## src/rtl/fifo_pkg.sv

```systemverilog
// Shared definitions for the FIFO read-side drain path (syn_fifo and fifo_stream_out).
package fifo_pkg;

    localparam int DATA_WIDTH_DEF = 8;

    // Output buffer occupancy; the encoding is the word count itself.
    typedef enum logic [1:0] {
        BUF_EMPTY = 2'd0,
        BUF_ONE   = 2'd1,
        BUF_TWO   = 2'd2
    } buf_state_t;

    // Counter/pointer width for n states, never narrower than one bit.
    function automatic int clog2_min1(input int n);
        int r;
        r = $clog2(n);
        return (r < 1) ? 1 : r;
    endfunction

endpackage

```

## src/rtl/skid_buf2.sv

```systemverilog
// Two-entry register buffer. The head register drives the output directly,
// so the presented word cannot change while it is waiting to be accepted.
//
// state     | meaning
// BUF_EMPTY | no word held
// BUF_ONE   | head valid
// BUF_TWO   | head and tail valid
module skid_buf2
    import fifo_pkg::*;
#(
    parameter int W = DATA_WIDTH_DEF
) (
    input  logic         clk,
    input  logic         rst_n,
    input  logic         push,
    input  logic         pop,
    input  logic [W-1:0] din,
    output logic [W-1:0] head,
    output buf_state_t   occ
);

    logic [W-1:0] tail;

    // Occupancy state machine with head/tail data movement.
    always_ff @(posedge clk) begin
        if (!rst_n) begin
            occ  <= BUF_EMPTY;
            head <= '0;
            tail <= '0;
        end else begin
            case (occ)
                BUF_EMPTY: begin
                    if (push) begin
                        head <= din;
                        occ  <= BUF_ONE;
                    end
                end
                BUF_ONE: begin
                    if (push && pop) begin
                        head <= din;
                    end else if (push) begin
                        tail <= din;
                        occ  <= BUF_TWO;
                    end else if (pop) begin
                        occ <= BUF_EMPTY;
                    end
                end
                BUF_TWO: begin
                    if (pop) begin
                        head <= tail;
                        occ  <= BUF_ONE;
                    end
                end
                default: occ <= BUF_EMPTY;
            endcase
        end
    end

    // The upstream credit logic must never deliver a word into a full buffer.
    assert property (@(posedge clk) disable iff (!rst_n) !(push && (occ == BUF_TWO)));

endmodule

```

## src/rtl/fifo_stream_out.sv

```systemverilog
// Drain stage for syn_fifo: issues read strobes against buffer credit, hides
// the FIFO's one-cycle read latency and frames the stream into bursts.
module fifo_stream_out
    import fifo_pkg::*;
#(
    parameter int DATA_WIDTH = DATA_WIDTH_DEF,
    parameter int BURST_LEN  = 4,
    localparam int CW        = clog2_min1(BURST_LEN)
) (
    input  logic                  sys_clk,
    input  logic                  sys_rst_n,
    input  logic                  fifo_empty,
    output logic                  fifo_rd_en,
    input  logic [DATA_WIDTH-1:0] fifo_rd_data,
    output logic                  m_valid,
    input  logic                  m_ready,
    output logic [DATA_WIDTH-1:0] m_data,
    output logic                  m_last,
    output logic [CW-1:0]         beat_cnt,
    output logic [15:0]           burst_cnt
);

    localparam logic [CW-1:0] LAST_IDX = CW'(BURST_LEN - 1);

    buf_state_t occ;
    logic       infl;
    logic       pop;
    logic [2:0] credit;

    assign m_valid = (occ != BUF_EMPTY);
    assign pop     = m_valid && m_ready;
    assign m_last  = m_valid && (beat_cnt == LAST_IDX);

    // Words held plus the word in flight, minus the one leaving this cycle.
    // Looking at pop here is what lets a read go out in the same cycle a
    // stalled consumer resumes, which keeps one beat per cycle.
    assign credit     = {1'b0, occ} + {2'b00, infl} - {2'b00, pop};
    assign fifo_rd_en = sys_rst_n && !fifo_empty && (credit < 3'd2);

    // Track the read issued last cycle; its data lands in the buffer this cycle.
    always_ff @(posedge sys_clk) begin
        if (!sys_rst_n) begin
            infl <= 1'b0;
        end else begin
            infl <= fifo_rd_en;
        end
    end

    // Burst framing; an empty FIFO simply pauses the count mid-burst.
    always_ff @(posedge sys_clk) begin
        if (!sys_rst_n) begin
            beat_cnt  <= '0;
            burst_cnt <= '0;
        end else if (pop) begin
            if (beat_cnt == LAST_IDX) begin
                beat_cnt  <= '0;
                burst_cnt <= burst_cnt + 16'd1;
            end else begin
                beat_cnt <= beat_cnt + CW'(1);
            end
        end
    end

    skid_buf2 #(
        .W(DATA_WIDTH)
    ) u_buf (
        .clk  (sys_clk),
        .rst_n(sys_rst_n),
        .push (infl),
        .pop  (pop),
        .din  (fifo_rd_data),
        .head (m_data),
        .occ  (occ)
    );

endmodule
```

## config.mk

```make
export PLATFORM = sky130hd
export DESIGN_NAME = fifo_stream_out
export DESIGN_NICKNAME = d
export VERILOG_FILES = /design/src/rtl/fifo_pkg.sv /design/src/rtl/skid_buf2.sv /design/src/rtl/fifo_stream_out.sv
export SDC_FILE = /design/constraint.sdc
export NUM_CORES = 1
export LEC_CHECK = 0
export CORE_MARGIN = 5
export CORE_UTILIZATION = 44
export CTS_CLUSTER_DIAMETER = 40
export DETAILED_ROUTE_END_ITERATION = 7
export HOLD_SLACK_MARGIN = 0.02
export PLACE_DENSITY = 0.75
export SLEW_MARGIN = 20
export SYNTH_ARGS = -nofsm -noshare
export SYNTH_HDL_FRONTEND = slang
export SYNTH_SLANG_ARGS = --single-unit
```

## constraint.sdc

```tcl
create_clock -name sys_clk -period 2.05 [get_ports sys_clk]
set_input_delay 0.3075 -clock sys_clk [delete_from_list [all_inputs] [get_ports sys_clk]]
set_output_delay 0.3075 -clock sys_clk [all_outputs]
set_load 0.05 [all_outputs]
```

==> results of run 1 <==
logic make-up after synthesis:
| kind of cell | after synthesis | synth area share |
|---|---|---|
| simple gates | 74 | 0.2122 |
| flops | 37 | 0.4471 |
| compound gates | 26 | 0.1073 |
| mux | 21 | 0.1269 |
| buf+inv | 13 | 0.03172 |
| xor+xnor | 9 | 0.04758 |
| fa+ha+maj | 3 | 0.02719 |
power by group through the flow:
stage | sequential [mW] | clock, mW | combinational (mW)
after global routing | 0.753 | 0.570 | 0.244
final | 0.750 | 0.520 | 0.228
after global placement | 0.767 | 0 | 0.223
after detailed placement | 0.767 | 0 | 0.226
after CTS | 0.750 | 0.538 | 0.229
after floorplan | 0.818 | 0 | 0.0851
layer usage:
layer  track usage  up-vias  wire [um]
li1              -      744          -
met3       0.05330        9        239
met2        0.2490       34       1629
met1        0.1716      665       1631
met4       0.06263        0         61
met5             0        -          0
per-stage QoR:
stage          area, um^2  std cells  power, mW    util  setup WS (ps)
5_1_grt              2390        288      1.567  0.6528         -177.6
3_3_place_gp         2283        279     0.9906  0.6237         -216.8
6_report             2390        288      1.498  0.6528         -82.23
2_1_floorplan        1762        183     0.9026       -         -167.5
4_1_cts              2390        288      1.518  0.6528         -153.5
3_5_place_dp         2283        279     0.9927  0.6237         -244.9
cells in the final DEF, fill, tap and decap left out, types with 2 or more instances in the layout:
| cell type | Yosys | routed |
|---|---|---|
| sky130_fd_sc_hd__nor3_1 | 7 | 6 |
| sky130_fd_sc_hd__a211oi_1 | 8 | 8 |
| sky130_fd_sc_hd__dfxtp_1 | 37 | 27 |
| sky130_fd_sc_hd__clkbuf_1 | 6 | 2 |
| sky130_fd_sc_hd__mux2i_1 | 21 | 21 |
| sky130_fd_sc_hd__nand2_1 | 14 | 13 |
| sky130_fd_sc_hd__dfxtp_4 | 0 | 3 |
| sky130_fd_sc_hd__xor2_1 | 4 | 3 |
| sky130_fd_sc_hd__nor2_1 | 28 | 27 |
| sky130_fd_sc_hd__a21oi_1 | 7 | 7 |
| sky130_fd_sc_hd__clkdlybuf4s50_1 | 0 | 36 |
| sky130_fd_sc_hd__dfxtp_2 | 0 | 7 |
| sky130_fd_sc_hd__o21ai_0 | 6 | 5 |
| sky130_fd_sc_hd__nand2b_1 | 5 | 4 |
| sky130_fd_sc_hd__clkbuf_8 | 0 | 6 |
| sky130_fd_sc_hd__buf_4 | 0 | 19 |
| sky130_fd_sc_hd__nand4_1 | 3 | 3 |
| sky130_fd_sc_hd__nand3_1 | 5 | 5 |
| sky130_fd_sc_hd__or4_1 | 2 | 2 |
| sky130_fd_sc_hd__or3_1 | 3 | 3 |
| sky130_fd_sc_hd__inv_1 | 4 | 3 |
| sky130_fd_sc_hd__xnor2_1 | 5 | 5 |
worst max-delay path: stages (launching register included):
cell,delay [ps]
sky130_fd_sc_hd__dfxtp_2,330
sky130_fd_sc_hd__nand2b_4,150
sky130_fd_sc_hd__nor2_4,100
sky130_fd_sc_hd__o21ai_2,60
sky130_fd_sc_hd__fa_2,530
sky130_fd_sc_hd__nand2_2,60
sky130_fd_sc_hd__nor3_4,150
sky130_fd_sc_hd__buf_12,160
worst max-delay path by stage:
stage,start,to,slack (ps),depth (start not counted)
after floorplan,u_buf.occ[1],fifo_rd_en,-170,8
after global placement,m_ready,fifo_rd_en,-220,8
after detailed placement,m_ready,fifo_rd_en,-240,8
after CTS,u_buf.occ[0],fifo_rd_en,-150,7
after global routing,u_buf.occ[0],fifo_rd_en,-180,7
final,u_buf.occ[0],fifo_rd_en,-80,7
layout make-up:
| class | instances | area share |
|---|---|---|
| inverter | 4 | 0.006283 |
| clock buffer | 8 | 0.03770 |
| timing repair buffer | 58 | 0.2272 |
| tap | 48 | 0.02513 |
| sequential | 37 | 0.3183 |
| multi-input combinational | 133 | 0.3853 |
flip-flops by register name, indices dropped and copies added (netlist names):
register and cells:
infl 1, beat_cnt 2, u_buf.occ 2, u_buf.tail 8
u_buf.head 8, burst_cnt 16
what timing repair did:
| item | in CTS | in global routing |
|---|---|---|
| cloned | 0 | 0 |
| pin swaps | 3 | 1 |
| gates resized for setup | 6 | 0 |
| setup endpoints to repair | 1 | 1 |
| buffers inserted | 1 | 0 |
==> metrics.log, run 1 <==
INFO  metric synth_warnings = 0
INFO  metric timing.setup.tns = -82.23 ps
INFO  metric critical_path_required = 1740 ps
INFO  metric post-route-drc-count = 0
INFO  metric fin_skew = 2.089 ps
INFO  metric initialDrtViolationCount = 55
INFO  metric start_util = 0.4525
INFO  metric number_of_global_route_vias_before_repair = 1,426
INFO  metric timing.hold.worst.class = flip-flop to flip-flop
INFO  metric report.final.setup_viol = 1
INFO  metric area_share_of_the_leading_cell_type_in_the_synthesized_netlist = 0.4471
INFO  metric start_kind = flip-flop
INFO  metric grt_setup_unrepaired = true
INFO  metric whs_path_depth = 2
INFO  metric synth-main-ff-cell = sky130_fd_sc_hd__dfxtp_1
INFO  metric intPower = 1.106 mW
INFO  metric clock_path_buffers = 2
INFO  metric synthToLayoutAreaGrowth = 44.26%
INFO  metric max_cap_viol_count = 0
INFO  metric routed_wl = 3561 um
INFO  metric share_comb_of_total_power = 0.152
INFO  metric synth_area = 1657 um^2
INFO  metric clkSinkCount = 37
INFO  metric power_density = 627.0 nW/um^2
INFO  metric crit_arrival = 1820 ps
INFO  metric clk_transition_reported_paths = 70 ps
INFO  metric cts.htree.levels = 2
INFO  metric syn-instance-count = 183
INFO  metric synth_top_cells_by_count = sky130_fd_sc_hd__dfxtp_1 (37), sky130_fd_sc_hd__nor2_1 (28), sky130_fd_sc_hd__mux2i_1 (21), sky130_fd_sc_hd__nand2_1 (14), sky130_fd_sc_hd__a211oi_1 (8)
INFO  metric synth.yosys.seq_area_share = 0.4471
INFO  metric net_count_after_synthesis = 198
INFO  metric path_max_fanout = 3
INFO  metric failed_checks = setup timing
INFO  metric timing.final.crit_share = 1.040
INFO  metric postSynthRegisterBits = 37
INFO  metric outcome = finished with violations
INFO  metric ios = 41
INFO  metric clock_tree.root_cell = sky130_fd_sc_hd__clkbuf_8
INFO  metric timing.reg2reg.worst_path_depth = 7
INFO  metric synth_edf_count = 0
INFO  metric grtUsageTotal = 0.1489
INFO  metric syn_area_per_cell = 9.052 um^2
INFO  metric core_region_area = 3661 um^2
INFO  metric seq_power_share = 0.501
INFO  metric net-switching-power = 0.3919 mW
INFO  metric ys_async_sr_fraction = 0
INFO  metric cellLeakagePower = 0.9410 nW
INFO  metric post_synth_main_area_contributors = sky130_fd_sc_hd__dfxtp_1 (45%), sky130_fd_sc_hd__mux2i_1 (13%), sky130_fd_sc_hd__nor2_1 (6.3%)
INFO  metric regToRegSetupSlack = 150 ps
INFO  metric port-buffer-count = 40
INFO  metric maxSlewViolCount = 0
INFO  metric clockPowerShare = 0.347
INFO  metric multi_input_area = 920.9 um^2
INFO  metric r2r-start = u_buf.occ[0]
INFO  metric hold_start = burst_cnt[1]
INFO  metric seqCellArea = 760.7 um^2
INFO  metric filler_cell_count = 314
INFO  metric worst_r2r_endpoint = burst_cnt[9]
INFO  metric hold_viol = 0
INFO  metric placement_rows = 22
INFO  metric drt_first_pass_iters = 4
INFO  metric grt_pass1_wl = 6044 um
INFO  metric avg_wl_per_cell = 12.36 um
INFO  metric max_freq = 469.0 MHz
INFO  metric synth_area_leader_cell = sky130_fd_sc_hd__dfxtp_1
INFO  metric hold_bufs_at_cts = 0
INFO  metric floorplan.die.width = 71.36 um
INFO  metric cts_inserted_buffers = 5
INFO  metric detail-route-antenna-nets = 0
INFO  metric grt-ovfl-total = 0
INFO  metric period_needed = 2132 ps
INFO  metric whs_endpoint = burst_cnt[1]
INFO  metric antenna_found_initial = 0
INFO  metric worstSetupEndpointType = primary output
INFO  metric path_class = flip-flop to primary output
INFO  metric dieArea = 5092 um^2
INFO  metric n_antenna_cell = 0
INFO  metric pin_count_of_the_biggest_net_entering_global_routing = 18
INFO  metric clk_latency = 290 ps
INFO  metric globalplace.congestion = 0.7404
INFO  metric cts_tree = yes
INFO  metric final_nets = 254
INFO  metric post_route_cells_drive_above_1_share = 0.2083
INFO  metric ir_worst_vdd = 0.4654 mV
INFO  metric synth_most_common_cell = sky130_fd_sc_hd__dfxtp_1
INFO  metric vias = 1,452
INFO  metric slew_margin_rel = 0.6543
INFO  metric synth_cell_type_count = 32
INFO  metric power_switching_share = 0.2616
INFO  metric dp_hpwl = 2602 um
INFO  metric die_h = 71.36 um
INFO  metric fin_worst_hold_slack = 479.0 ps
INFO  metric tightestPinTransition = 517.0 ps
INFO  metric layout_setup_ws = -82.23 ps
INFO  metric routed_via_density = 5.042
(Power assumes the default switching activity.)
==> run 2: changes to the inputs <==
==> constraint.sdc (replaced) <==
create_clock -name sys_clk -period 2.05 [get_ports sys_clk]
set_input_delay 0.615 -clock sys_clk [delete_from_list [all_inputs] [get_ports sys_clk]]
set_output_delay 0.615 -clock sys_clk [all_outputs]
set_load 0.05 [all_outputs]
==> run 2 against run 1 <==
  * The flow still finishes with violations (setup timing)
  * Maximum frequency decreased by 15%
  * Register-to-register slack improved by 70 ps
  * Setup slack got worse by 380 ps
  * Hold slack improved by 1.5 ps
  * Via count about the same
  * Final cell count unchanged
  * Global-route usage decreased by 0.95 points
  * Flip-flop and latch count unchanged
==> metrics.log, run 2 (same netlist as run 1, synthesis figures left out) <==
INFO  metric clkSinkCount = 37
INFO  metric largest_reg_flops = 16
INFO  metric die_h = 71.36 um
INFO  metric maxSlewViolCount = 0
INFO  metric drt_first_pass_iters = 5
INFO  metric initialDrtViolationCount = 70
INFO  metric detail-route-antenna-nets = 0
INFO  metric cts.htree.levels = 2
INFO  metric cellLeakagePower = 1.003 nW
INFO  metric timing.final.crit_share = 1.227
INFO  metric grt_setup_unrepaired = true
INFO  metric grt_pass1_wl = 5720 um
INFO  metric cts_inserted_buffers = 5
INFO  metric power_density = 633.6 nW/um^2
INFO  metric grt_use_met2 = 0.2316
INFO  metric critical_path_required = 1430 ps
INFO  metric timing.hold.worst.class = flip-flop to flip-flop
INFO  metric post_route_cells_drive_above_1_share = 0.3250
INFO  metric clock_path_buffers = 2
INFO  metric crit_path_top_delay_cell = sky130_fd_sc_hd__fa_2
INFO  metric vias = 1,451
INFO  metric multi_input_area = 918.4 um^2
INFO  metric timing.critical_path.buf_inv = 3
INFO  metric hold_viol = 0
INFO  metric final_nets = 254
INFO  metric path_common_cell = sky130_fd_sc_hd__buf_6
INFO  metric clockPowerShare = 0.341
INFO  metric post-route-drc-count = 0
INFO  metric outcome = finished with violations
INFO  metric cts_tree = yes
INFO  metric start_util = 0.4525
INFO  metric hold_start = burst_cnt[1]
INFO  metric max_cap_viol_count = 0
INFO  metric report.final.setup_viol = 1
INFO  metric routed_wl = 3468 um
INFO  metric clock_tree.root_cell = sky130_fd_sc_hd__clkbuf_8
INFO  metric grtUsageTotal = 0.1395
INFO  metric grt-ovfl-total = 0
INFO  metric routed_via_density = 5.038
INFO  metric globalplace.congestion = 0.7484
INFO  metric placement.cell_area = 2242 um^2
INFO  metric floorplan.die.width = 71.36 um
INFO  metric filler_cell_count = 317
INFO  metric gr-usage-met1 = 0.1644
INFO  metric hold_bufs_at_cts = 0
INFO  metric layout_setup_ws = -465.5 ps
INFO  metric net-switching-power = 0.3808 mW
INFO  metric avg_wl_per_cell = 12.04 um
INFO  metric clk_latency = 280 ps
INFO  metric max_freq = 397.5 MHz
INFO  metric finalInstanceArea = 2356 um^2
INFO  metric cp_cell_sequence = buf_6 -> buf_6 -> nor2b_4 -> o21ai_2 -> fa_2 -> xor2_2 -> nor3_4 -> buf_12
INFO  metric intPower = 1.112 mW
INFO  metric dieArea = 5092 um^2
INFO  metric number_of_global_route_vias_before_repair = 1,337
INFO  metric slowest_delay = 350 ps
INFO  metric seqCellArea = 759.5 um^2
INFO  metric crit_arrival = 1900 ps
INFO  metric crit_start = m_ready
INFO  metric pre_cts_slack = -863.9 ps
INFO  metric path_class = primary input to primary output
INFO  metric timing.setup.tns = -465.5 ps
INFO  metric report.power.total = 1.493 mW
INFO  metric ios = 41
INFO  metric core_region_area = 3661 um^2
INFO  metric tightestPinTransition = 365.9 ps
INFO  metric registers.top_by_ff_count = burst_cnt
INFO  metric r2r-start = beat_cnt[0]
INFO  metric power_switching_share = 0.2551
INFO  metric seq_power_share = 0.502
INFO  metric slew_margin_rel = 0.7535
INFO  metric antenna_found_initial = 0
INFO  metric n_antenna_cell = 0
INFO  metric clk_transition_reported_paths = 70 ps
INFO  metric layout_top_registers = burst_cnt x16, u_buf.head x8, u_buf.tail x8
INFO  metric placement_rows = 22
INFO  metric pin_count_of_the_biggest_net_entering_global_routing = 32
INFO  metric critical-path-top-delay-family = buffers and inverters
INFO  metric period_needed = 2515 ps
INFO  metric post-route-util = 0.6435
INFO  metric failed_checks = setup timing
INFO  metric port-buffer-count = 40
INFO  metric synthToLayoutAreaGrowth = 42.22%
INFO  metric commonest_non_fill_non_tap_cells_in_the_layout = sky130_fd_sc_hd__buf_4 (41), sky130_fd_sc_hd__nor2_1 (27), sky130_fd_sc_hd__dfxtp_1 (26)
INFO  metric dp_hpwl = 2578 um
INFO  metric start_kind = primary input
INFO  metric gr-usage-met3 = 0.05610
INFO  metric worstSetupEndpointType = primary output
INFO  metric share_comb_of_total_power = 0.156
INFO  metric path_max_fanout = 2
INFO  metric ir_worst_vdd = 0.3884 mV
INFO  metric grt-busiest-layer = met2
INFO  metric mostFrequentLayoutCell = sky130_fd_sc_hd__buf_4
INFO  metric fin_skew = 7.449 ps
[run 2: changes by cell type in the layout (fill, tap and decap cells not counted), moves of 2 or more]
cell / change
sky130_fd_sc_hd__buf_12: +2
sky130_fd_sc_hd__clkdlybuf4s50_1: -26
sky130_fd_sc_hd__dfxtp_2: +2
sky130_fd_sc_hd__buf_6: +3
sky130_fd_sc_hd__buf_4: +22
[run 2: stage by stage]
stage          hold WS, ps  instances
3_3_place_gp         468.9        280
5_1_grt              517.6        288
6_report             480.5        288
3_5_place_dp         468.6        280
4_1_cts              479.0        288
2_1_floorplan        459.6        183
[run 2: metal layers]
metal,vias up,share of wire,wire length (um)
li1,744,-,-
met1,668,0.44,1520
met2,35,0.47,1643
met3,4,0.077,268
met4,0,0.010,36
met5,-,0,0
[run 2: final timing paths]
check / end / slack (ps) / cells after the start
max: fifo_rd_en / -470 / 8
min: burst_cnt[1] / 480 / 2
max reg2reg: burst_cnt[9] / 220 / 6
min reg2reg: burst_cnt[1] / 480 / 2
[run 2: power by group through the flow]
stage	Combinational, mW	Sequential (mW)	Clock (mW)
final	0.233	0.750	0.509
after global routing	0.251	0.752	0.562
after CTS	0.237	0.749	0.533
after detailed placement	0.232	0.765	0
after global placement	0.229	0.765	0
after floorplan	0.0883	0.817	0
[run 2: cell type report]
class / instances / share of cell area
clock buffer: 8 / 0.03824
timing repair buffer: 58 / 0.2177
inverter: 4 / 0.006373
multi-input combinational: 133 / 0.3898
sequential: 37 / 0.3224
tap: 48 / 0.02549
[run 2: worst reg2reg max path, stage by stage, from the launching register on]
cell and delay [ps]:
sky130_fd_sc_hd__dfxtp_4 360, sky130_fd_sc_hd__ha_2 220, sky130_fd_sc_hd__o211ai_4 80, sky130_fd_sc_hd__or4_1 440
sky130_fd_sc_hd__buf_4 180, sky130_fd_sc_hd__or3_1 340, sky130_fd_sc_hd__a21oi_1 150
[run 2: repair_timing]
| action | CTS | global route |
|---|---|---|
| pin swaps | 4 | 2 |
| setup buffers | 0 | 0 |
| resized for setup | 8 | 3 |
| endpoints found under the setup margin | 8 | 2 |
